==> config.mk <==
export PLATFORM = sky130hd
export DESIGN_NAME = serial_operand_loader_flat
export DESIGN_NICKNAME = d
export VERILOG_FILES = /design/src/rtl/serial_operand_loader_if.sv /design/src/rtl/serial_operand_loader.sv /design/src/flat_wrapper.sv
export SDC_FILE = /design/constraint.sdc
export NUM_CORES = 1
export LEC_CHECK = 0
export CAP_MARGIN = 20
export CORE_MARGIN = 1.5
export CORE_UTILIZATION = 50
export DETAILED_ROUTE_END_ITERATION = 16
export MAX_ROUTING_LAYER = met4
export PLACE_DENSITY = 0.77
export SYNTH_ARGS = -nofsm -noshare
export SYNTH_HDL_FRONTEND = slang
export SYNTH_SLANG_ARGS = --single-unit
==> constraint.sdc <==
create_clock -name clk -period 2.1 [get_ports clk]
set_input_delay 0.525 -clock clk [delete_from_list [all_inputs] [get_ports clk]]
set_output_delay 0.525 -clock clk [all_outputs]
set_load 0.01 [all_outputs]
==> src/rtl/serial_operand_loader_if.sv <==
// serial_operand_loader_if
// Bundles the loader's handshake and data signals in one interface.
//   Requester side : start, c_in_req, ser_in, ser_valid -> loader; ser_ready, busy <- loader
//   Adder side     : x, y, c_in -> adder; s, c_out -> loader
//   Consumer side  : result, result_valid <- loader; result_ack -> loader
// Optional: SIGNED_OVF_EN adds the ovf signal (two's-complement overflow flag).
// Modports: slave = the loader itself, master = everything around it.
interface serial_operand_loader_if;
  logic       start;
  logic       c_in_req;
  logic       ser_in;
  logic       ser_valid;
  logic       ser_ready;
  logic [3:0] x;
  logic [3:0] y;
  logic       c_in;
  logic [3:0] s;
  logic       c_out;
  logic [4:0] result;
  logic       result_valid;
  logic       result_ack;
  logic       busy;
`ifdef SIGNED_OVF_EN
  logic       ovf;
`endif

  modport slave (
    input  start, c_in_req, ser_in, ser_valid, s, c_out, result_ack,
    output ser_ready, x, y, c_in, result, result_valid, busy
`ifdef SIGNED_OVF_EN
    , output ovf
`endif
  );

  modport master (
    output start, c_in_req, ser_in, ser_valid, s, c_out, result_ack,
    input  ser_ready, x, y, c_in, result, result_valid, busy
`ifdef SIGNED_OVF_EN
    , input ovf
`endif
  );
endinterface

==> src/rtl/serial_operand_loader.sv <==
// serial_operand_loader
// Bit-serial front end and registered back end for a 4-bit ripple-carry adder.
// Two 4-bit operands are shifted in over ser_in/ser_valid and driven onto the
// adder as registered x/y/c_in. After SETTLE_CYCLES cycles the adder output
// {c_out, s} is captured into result and held under a result_valid/result_ack
// handshake.
// Ports:
//   clk   : rising-edge clock
//   rst_n : asynchronous active-low reset
//   bus   : serial_operand_loader_if.slave (start, c_in_req, ser_in, ser_valid,
//           ser_ready, x, y, c_in, s, c_out, result, result_valid, result_ack,
//           busy, and ovf when SIGNED_OVF_EN is defined)
// Parameters:
//   SETTLE_CYCLES : cycles spent waiting for the ripple chain (1..15)
//   LSB_FIRST     : 1 = operand bits arrive LSB first, 0 = MSB first
// Optional feature macro: SIGNED_OVF_EN (adds the registered ovf output).
module serial_operand_loader #(
  parameter int unsigned SETTLE_CYCLES = 1,
  parameter bit          LSB_FIRST     = 1'b1
) (
  input logic                    clk,
  input logic                    rst_n,
  serial_operand_loader_if.slave bus
);

  localparam logic [3:0] SETTLE_LOAD = 4'(SETTLE_CYCLES);

  typedef enum logic [2:0] {
    IDLE,
    LOAD_X,
    LOAD_Y,
    SETTLE,
    HOLD
  } state_t;

  state_t     state_q;
  logic [3:0] x_q;
  logic [3:0] y_q;
  logic       cIn_q;
  logic [4:0] result_q;
  logic       resultValid_q;
  logic       serReady_q;
  logic       busy_q;
  logic [1:0] bitCnt_q;
  logic [3:0] settleCnt_q;
`ifdef SIGNED_OVF_EN
  logic       ovf_q;
`endif

  logic [3:0] xShift_d;
  logic [3:0] yShift_d;
  logic       lastBit_d;

  // Shift-register next values for the configured bit order, and detection of
  // the edge that accepts the fourth bit of the operand currently loading.
  always_comb begin
    xShift_d  = x_q;
    yShift_d  = y_q;
    if (LSB_FIRST) begin
      xShift_d = {bus.ser_in, x_q[3:1]};
      yShift_d = {bus.ser_in, y_q[3:1]};
    end else begin
      xShift_d = {x_q[2:0], bus.ser_in};
      yShift_d = {y_q[2:0], bus.ser_in};
    end
    lastBit_d = bus.ser_valid && (bitCnt_q == 2'd3);
  end

  // Sequencer. All outputs are registered here so the adder sees glitch-free
  // operands and the consumer sees a stable result.
  always_ff @(posedge clk or negedge rst_n) begin
    if (!rst_n) begin
      state_q       <= IDLE;
      x_q           <= 4'd0;
      y_q           <= 4'd0;
      cIn_q         <= 1'b0;
      result_q      <= 5'd0;
      resultValid_q <= 1'b0;
      serReady_q    <= 1'b0;
      busy_q        <= 1'b0;
      bitCnt_q      <= 2'd0;
      settleCnt_q   <= 4'd0;
`ifdef SIGNED_OVF_EN
      ovf_q         <= 1'b0;
`endif
    end else begin
      case (state_q)
        IDLE: begin
          if (bus.start) begin
            cIn_q      <= bus.c_in_req;
            x_q        <= 4'd0;
            y_q        <= 4'd0;
            bitCnt_q   <= 2'd0;
            busy_q     <= 1'b1;
            serReady_q <= 1'b1;
            state_q    <= LOAD_X;
          end
        end
        LOAD_X: begin
          if (bus.ser_valid) begin
            x_q      <= xShift_d;
            bitCnt_q <= bitCnt_q + 2'd1;
            if (lastBit_d) begin
              bitCnt_q <= 2'd0;
              state_q  <= LOAD_Y;
            end
          end
        end
        LOAD_Y: begin
          if (bus.ser_valid) begin
            y_q      <= yShift_d;
            bitCnt_q <= bitCnt_q + 2'd1;
            if (lastBit_d) begin
              bitCnt_q    <= 2'd0;
              settleCnt_q <= SETTLE_LOAD;
              serReady_q  <= 1'b0;
              state_q     <= SETTLE;
            end
          end
        end
        SETTLE: begin
          // Counter value 1 marks the exit edge; <= also guards a zero load.
          if (settleCnt_q <= 4'd1) begin
            result_q      <= {bus.c_out, bus.s};
            resultValid_q <= 1'b1;
`ifdef SIGNED_OVF_EN
            ovf_q         <= (x_q[3] == y_q[3]) && (bus.s[3] != x_q[3]);
`endif
            state_q       <= HOLD;
          end else begin
            settleCnt_q <= settleCnt_q - 4'd1;
          end
        end
        HOLD: begin
          // result (and ovf) deliberately survive the ack.
          if (bus.result_ack) begin
            resultValid_q <= 1'b0;
            busy_q        <= 1'b0;
            state_q       <= IDLE;
          end
        end
        default: state_q <= IDLE;
      endcase
    end
  end

  assign bus.x            = x_q;
  assign bus.y            = y_q;
  assign bus.c_in         = cIn_q;
  assign bus.result       = result_q;
  assign bus.result_valid = resultValid_q;
  assign bus.ser_ready    = serReady_q;
  assign bus.busy         = busy_q;
`ifdef SIGNED_OVF_EN
  assign bus.ovf          = ovf_q;
`endif

endmodule

==> src/flat_wrapper.sv <==
// flat-port wrapper written by rule: the top's interface ports become plain ports
module serial_operand_loader_flat 
#(
  parameter int unsigned SETTLE_CYCLES = 1,
  parameter bit          LSB_FIRST     = 1'b1
)
  (clk, rst_n, bus_start, bus_c_in_req, bus_ser_in, bus_ser_valid, bus_s, bus_c_out, bus_result_ack, bus_ser_ready, bus_x, bus_y, bus_c_in, bus_result, bus_result_valid, bus_busy);
  serial_operand_loader_if bus_i ();
  input logic clk;
  input logic rst_n;
  input wire logic [$bits(bus_i.start)-1:0] bus_start;
  input wire logic [$bits(bus_i.c_in_req)-1:0] bus_c_in_req;
  input wire logic [$bits(bus_i.ser_in)-1:0] bus_ser_in;
  input wire logic [$bits(bus_i.ser_valid)-1:0] bus_ser_valid;
  input wire logic [$bits(bus_i.s)-1:0] bus_s;
  input wire logic [$bits(bus_i.c_out)-1:0] bus_c_out;
  input wire logic [$bits(bus_i.result_ack)-1:0] bus_result_ack;
  output wire logic [$bits(bus_i.ser_ready)-1:0] bus_ser_ready;
  output wire logic [$bits(bus_i.x)-1:0] bus_x;
  output wire logic [$bits(bus_i.y)-1:0] bus_y;
  output wire logic [$bits(bus_i.c_in)-1:0] bus_c_in;
  output wire logic [$bits(bus_i.result)-1:0] bus_result;
  output wire logic [$bits(bus_i.result_valid)-1:0] bus_result_valid;
  output wire logic [$bits(bus_i.busy)-1:0] bus_busy;
  assign bus_i.start = bus_start;
  assign bus_i.c_in_req = bus_c_in_req;
  assign bus_i.ser_in = bus_ser_in;
  assign bus_i.ser_valid = bus_ser_valid;
  assign bus_i.s = bus_s;
  assign bus_i.c_out = bus_c_out;
  assign bus_i.result_ack = bus_result_ack;
  assign bus_ser_ready = bus_i.ser_ready;
  assign bus_x = bus_i.x;
  assign bus_y = bus_i.y;
  assign bus_c_in = bus_i.c_in;
  assign bus_result = bus_i.result;
  assign bus_result_valid = bus_i.result_valid;
  assign bus_busy = bus_i.busy;
  serial_operand_loader #(.SETTLE_CYCLES(SETTLE_CYCLES), .LSB_FIRST(LSB_FIRST)) u_core (.clk(clk), .rst_n(rst_n), .bus(bus_i));
endmodule
==> run metrics, run 1 <==
Synth Cell Area=1354 um2; drt pass-1 iters=4; Ports=29; clock-pin slew on the worst setup and hold paths=0.13 ns; Yosys top cell by area=dfrtp_1; fin crit period=around 1.8 ns; routed via count=1153; HP Class=reg2reg; RSZ-0062 raised after global routing=false; fin. max-slew vios=0; Bufs on Longest Clock Path=2; initial antenna violation count=0; dpl hpwl=2059 um; ranking of synthesized cells by area=dfrtp_1 48%, a22o_1 5.2%, mux2_2 5.0%; fraction of registers with async set or reset after synthesis=100.0%; commonest non-fill, non-tap cells in the layout=28 x clkdlybuf4s50_1, 26 x dfrtp_1, 12 x inv_1, 12 x nand2_1; CP Max Fanout=7; Setup TNS Final=0 ns; kind of end point of the critical path=flip-flop; register area=approximately 650 um2; DRT Wirelength=approximately 2900 um; Mapped Cells=136; Multi-input gate area=approximately 630 um2; layout cells sized above 1=~13%; number of endpoints failing setup at the final stage=0; Sink Count=26; Worst path slowest cell=nor4b_4; total gr overflow=0; cts bufs inserted=3; worst-margin pin slew=0.4759 ns; relative slew slack=68.16%; Nets=between 150 and 200; commonest non-fill, non-tap cell in the layout=clkdlybuf4s50_1; Post-CTS Setup Inserts=0; Fin. Hold Viols=0; final worst-path cycle share=a little under 90%; Power Density=roughly 1400 nW/um2; DR DRC count=0; Final Wtd Congestion=between 0.8 and 0.9; mean cell area of the mapped netlist=9.954 um2; GRT Total Usage=22.05%; P&R area growth vs syn=26.62%; Clock Skew=0.001092 ns; Root Buffer=clkbuf_4; Net Switching=approximately 0.90 mW; synth warn=0; Post-Syn Nets=~150; CP Launch Type=flip-flop; Pint=between 1 and 1.5 mW; Leak=0.7236 nW; sequential fraction of the synthesis area=approximately half; MaxCap Viol Count=0; EDFF count, synth=0; Resized cells post-CTS=0; status=finished, final reports clean; Synth Register Bits=26; Via density=5.883; H-tree depth=1; largest net degree at the start of global routing=27; Core Area=about 2500 um2; first-pass GRT wire length=~4700 um; Highest Clock Rate=~0.54 GHz; net switching share of the total power=approximately two fifths; Routed wire per std cell=between 10 and 15 um; Max VDD drop=between 0.0007 and 0.0008 V; Initial DRC Count=21; count of unique library cells instantiated by Yosys=36; sequential share of power=between 30% and 40%; clk_lat worst skew=between 0.3 and 0.4 ns; area fraction of the dominant cell type after synthesis=48.06%; port buffer count=28; kind of critical path=reg2reg; critical path cell sequence=inv_1, ha_1, nor2_1, nor4b_4, mux2_2; Die Y=55.04 um; arrival time worst endpoint=2.05 ns; hold_ws=~0.52 ns; Antenna diodes=0; post-route setup slack=between 0.2 and 0.3 ns; vias in the first global route=1076; CTS tree=done; WP data required=between 2 and 2.5 ns; # rows=18; dpl ws=0.2031 ns; die footprint=3029 um2; Die Span X=about 55 um; hold_buf cts=0; Filler cells=around 200; Final ANT Viol Nets=0; CP peak stage delay=between 0.4 and 0.5 ns; Logic pwr share=53.1%; Starting Density=between 50 and 60%; Post-synth top flop=dfrtp_1; Clock power frac=under 10%
==> power by group through the flow <==
stage / registers, mW / logic (mW) / clock network (mW)
after global placement: 0.878 / 1.20 / 0
after floorplan: 0.928 / 0.699 / 0
after detailed placement: 0.897 / 1.24 / 0
final: 0.889 / 1.24 / 0.205
after global routing: 0.917 / 1.37 / 0.238
after CTS: 0.889 / 1.25 / 0.214
==> path summary, 6_finish.rpt <==
check / endpoint / startpoint / slack [ns] / cells after the start
worst max-delay path: u_core.bus.result[0] / u_core.settleCnt_q[0] / 0.26 / 5
worst min-delay path: u_core.bitCnt_q[0] / u_core.bitCnt_q[0] / 0.52 / 1
worst max register to register: u_core.bus.result[0] / u_core.settleCnt_q[0] / 0.26 / 5
worst min register to register: u_core.bitCnt_q[0] / u_core.bitCnt_q[0] / 0.52 / 1
max in group asynchronous: u_core.bus.result_valid / rst_n / 1.29 / 2
min in group asynchronous: u_core.bus.y[3] / rst_n / 0.57 / 2
==> state kept, by name (all words and copies together), names as in the netlist <==
register	flops
u_core.bus.y	4
u_core.bus.result_valid	1
u_core.bus.c_in	1
u_core.bus.busy	1
u_core.bus.x	4
u_core.settleCnt_q	4
u_core.bitCnt_q	2
u_core.state_q	3
u_core.bus.ser_ready	1
u_core.bus.result	5
==> cells in the mapped netlist, types with 2 or more instances <==
cell type	n
nand2b_1	3
mux2i_1	2
inv_1	12
o22ai_1	9
nor3b_1	2
o221ai_1	2
ha_1	3
nand2_1	12
o21ai_0	9
and3_1	2
a31oi_1	2
nor2_1	6
nor3_1	2
clkbuf_1	6
a21oi_1	3
nand3_1	2
mux2_2	6
dfrtp_1	26
or2_2	3
a22o_1	8
==> worst max-delay path, delay by kind of cell, from the launching register on <==
kind,cells,cell delay (ns)
adders and majority gates,1,0.20
buffers and inverters,1,0.09
DFF,1,0.45
muxes,1,0.39
and+or+nand+nor,2,0.61
==> metrics by stage <==
stage / instances / area, um2 / total power [mW] / util, %
after detailed placement: 193 / 1692 / 2.137 / 67.06
after floorplan: 136 / 1354 / 1.627 / -
after global placement: 193 / 1692 / 2.077 / 67.06
after global routing: 196 / 1714 / 2.521 / 67.96
after CTS: 196 / 1714 / 2.347 / 67.96
final: 196 / 1714 / 2.331 / 67.96
==> logic make-up after synthesis <==
group	Yosys count	share of synthesized area (%)
xor+xnor	1	0.6471
flops	26	48.06
fa+ha+maj	3	2.773
mux	8	6.469
compound gates	39	19.78
simple gates	39	16.54
buf+inv	20	5.729
==> per-layer routing <==
| layer | routed length [um] | vias to the layer above | global-route usage, % |
|---|---|---|---|
| met5 | 0 | - | - |
| met4 | 12 | 0 | 6.911 |
| met3 | 146 | 2 | 4.032 |
| met2 | 1414 | 36 | 36.71 |
| met1 | 1283 | 564 | 27.27 |
| li1 | - | 551 | - |
==> cell type report <==
cell class,count,share of cell area (%)
Clock buffer,3,1.314
Tap cell,30,2.190
Timing Repair Buffer,35,19.42
Sequential cell,26,37.96
Inverter,12,2.628
Multi-Input combinational cell,90,36.50
Power figures use the tool's default switching activity.
==> run 2: changes to the inputs <==
--- a/config.mk
+++ b/config.mk
@@ -5,12 +5,11 @@
 export SDC_FILE = /design/constraint.sdc
 export NUM_CORES = 1
 export LEC_CHECK = 0
-export CAP_MARGIN = 20
-export CORE_MARGIN = 1.5
 export CORE_UTILIZATION = 50
 export DETAILED_ROUTE_END_ITERATION = 16
 export MAX_ROUTING_LAYER = met4
 export PLACE_DENSITY = 0.77
+export SLEW_MARGIN = 20
 export SYNTH_ARGS = -nofsm -noshare
 export SYNTH_HDL_FRONTEND = slang
 export SYNTH_SLANG_ARGS = --single-unit
==> run 2 against run 1 <==
  * Critical path depth unchanged
  * Power is 2.0% higher
  * Die area fell by 3.6%
  * Sequential share of layout area stayed put
  * Non-clock buffer count did not move
  * Maximum frequency is 2.3% lower
  * Setup slack got worse by 0.043 ns
  * Utilization unchanged
  * Cell count stayed put
==> run metrics, run 2 (synthesis results as in run 1) <==
Clock power frac=a little under a tenth; routed via count=1179; cell count of the worst hold path=1; non-filler cells, final=~200; MaxCap Viol Count=0; Hold Path Sink=u_core.bus.c_in; CP Max Fanout=7; P&R area growth vs syn=26.62%; RSZ-0062 raised after global routing=false; Power Density=between 1000 and 1500 nW/um2; min-delay src=u_core.bus.c_in; design area=about 1700 um2; Ports=29; final worst-path cycle share=89.64%; Highest Clock Rate=~0.53 GHz; Post-CTS Setup Inserts=0; first-pass GRT wire length=approximately 5000 um; initial antenna violation count=0; Sink Count=26; Pwr Total=between 2 and 2.5 mW; arrival time worst endpoint=roughly 2.1 ns; die footprint=just under 3000 um2; Bufs on Longest Clock Path=2; worst r2r src=u_core.settleCnt_q[0]; CTS tree=done; hold_buf cts=0; port buffer count=28; number of endpoints failing setup at the final stage=0; Multi-input gate area=roughly 630 um2; worst-margin pin slew=0.5869 ns; kind of end point of the critical path=flip-flop; total gr overflow=0; Critical R2R Capture=u_core.bus.result[1]; Die Y=54.04 um; Setup TNS Final=0 ns; Core Area=2522 um2; cts bufs inserted=3; Final Wtd Congestion=between 0.8 and 0.9; Logic pwr share=~53%; H-tree depth=1; DRT Wirelength=about 3100 um; fin. max-slew vios=0; vias in the first global route=roughly 1100; DR DRC count=0; HP Class=reg2reg; Via density=between 6 and 7; Fin. Hold Viols=0; Max VDD drop=0.0008124 V; r2r worst-path depth=5; Starting Density=53.67%; Root Buffer=clkbuf_4; CP Launch Type=flip-flop; Antenna diodes=0; Clock Skew=around 0.00085 ns; net switching share of the total power=39.92%; sequential share of power=between 30% and 40%; commonest non-fill, non-tap cell in the layout=clkdlybuf4s50_1; Routed wire per std cell=between 15 and 20 um; relative slew slack=60.46%; Die Span X=between 50 and 60 um; commonest non-fill, non-tap cells in the layout=28 x clkdlybuf4s50_1, 26 x dfrtp_1, 12 x inv_1, 12 x nand2_1; largest net degree at the start of global routing=27; reg2reg setup slack=0.22 ns; layout cells sized above 1=12.65%; register area=around 650 um2; clock-pin slew on the worst setup and hold paths=roughly 0.14 ns; Initial DRC Count=40; max FFs per register=5; hold_ws=around 0.53 ns; drt pass-1 iters=4; Pint=roughly 1.4 mW; GRT Total Usage=25.14%; dpl hpwl=2194 um; area post-placement=~1700 um2; Nets=183; status=finished, final reports clean; kind of critical path=reg2reg; DP Cell Count=193; dpl ws=around 0.21 ns; Leak=a little over 0.7 nW; Resized cells post-CTS=0; post-route core utilization=~68%; fin crit period=approximately 1.9 ns; WP data required=approximately 2.3 ns; Net Switching=0.9490 mW; # rows=18; Final ANT Viol Nets=0; Filler cells=slightly above 200; post-route setup slack=roughly 0.22 ns; clk_lat worst skew=roughly 0.32 ns
-- run 2: cell counts in the layout (fill, tap and decap cells not counted) --
No cell type changed its count.
-- run 2: final cells by class --
cell class | count | area share (%)
clock buffer | 3 | 1.314
inverter | 12 | 2.628
multi-input combinational | 90 | 36.50
sequential | 26 | 37.96
tap | 30 | 2.190
timing repair buffer | 35 | 19.42
-- run 2: power groups by stage --
stage	sequential [mW]	clock, mW	combinational (mW)
2_1_floorplan	0.928	0	0.699
3_3_place_gp	0.878	0	1.20
3_5_place_dp	0.896	0	1.26
4_1_cts	0.887	0.221	1.27
5_1_grt	0.918	0.240	1.40
6_report	0.891	0.218	1.27
-- run 2: critical path: stages, from the launching register on --
cell and delay (ns):
dfrtp_1 0.45, inv_1 0.10, ha_1 0.20, nor2_1 0.14, nor4b_4 0.50, mux2_2 0.39
-- run 2: metal layers --
metal / vias up / routed length (um) / GRT usage, %
met4: 0 / 46 / 11.97
met5: - / 0 / -
met2: 36 / 1547 / 40.95
li1: 553 / - / -
met1: 581 / 1441 / 30.62
met3: 9 / 100 / 3.390
-- run 2: worst max path at each step --
stage | startpoint | end | cells after the start
final | u_core.settleCnt_q[0] | u_core.bus.result[1] | 5
after global routing | u_core.settleCnt_q[0] | u_core.bus.result[1] | 5
after CTS | u_core.settleCnt_q[0] | u_core.bus.result[1] | 5
after detailed placement | bus_ser_valid | u_core.settleCnt_q[1] | 4
after global placement | bus_ser_valid | u_core.settleCnt_q[1] | 4
after floorplan | u_core.settleCnt_q[0] | u_core.bus.result[0] | 5
==> run 3: changes to the inputs <==
--- a/config.mk
+++ b/config.mk
@@ -5,10 +5,12 @@
 export SDC_FILE = /design/constraint.sdc
 export NUM_CORES = 1
 export LEC_CHECK = 0
+export CAP_MARGIN = 20
 export CORE_UTILIZATION = 50
 export DETAILED_ROUTE_END_ITERATION = 16
 export MAX_ROUTING_LAYER = met4
 export PLACE_DENSITY = 0.77
+export SETUP_SLACK_MARGIN = 0.05
 export SLEW_MARGIN = 20
 export SYNTH_ARGS = -nofsm -noshare
 export SYNTH_HDL_FRONTEND = slang
==> results of run 3 <==
No change in the layout: final DEF, timing and power equal those of run 2.
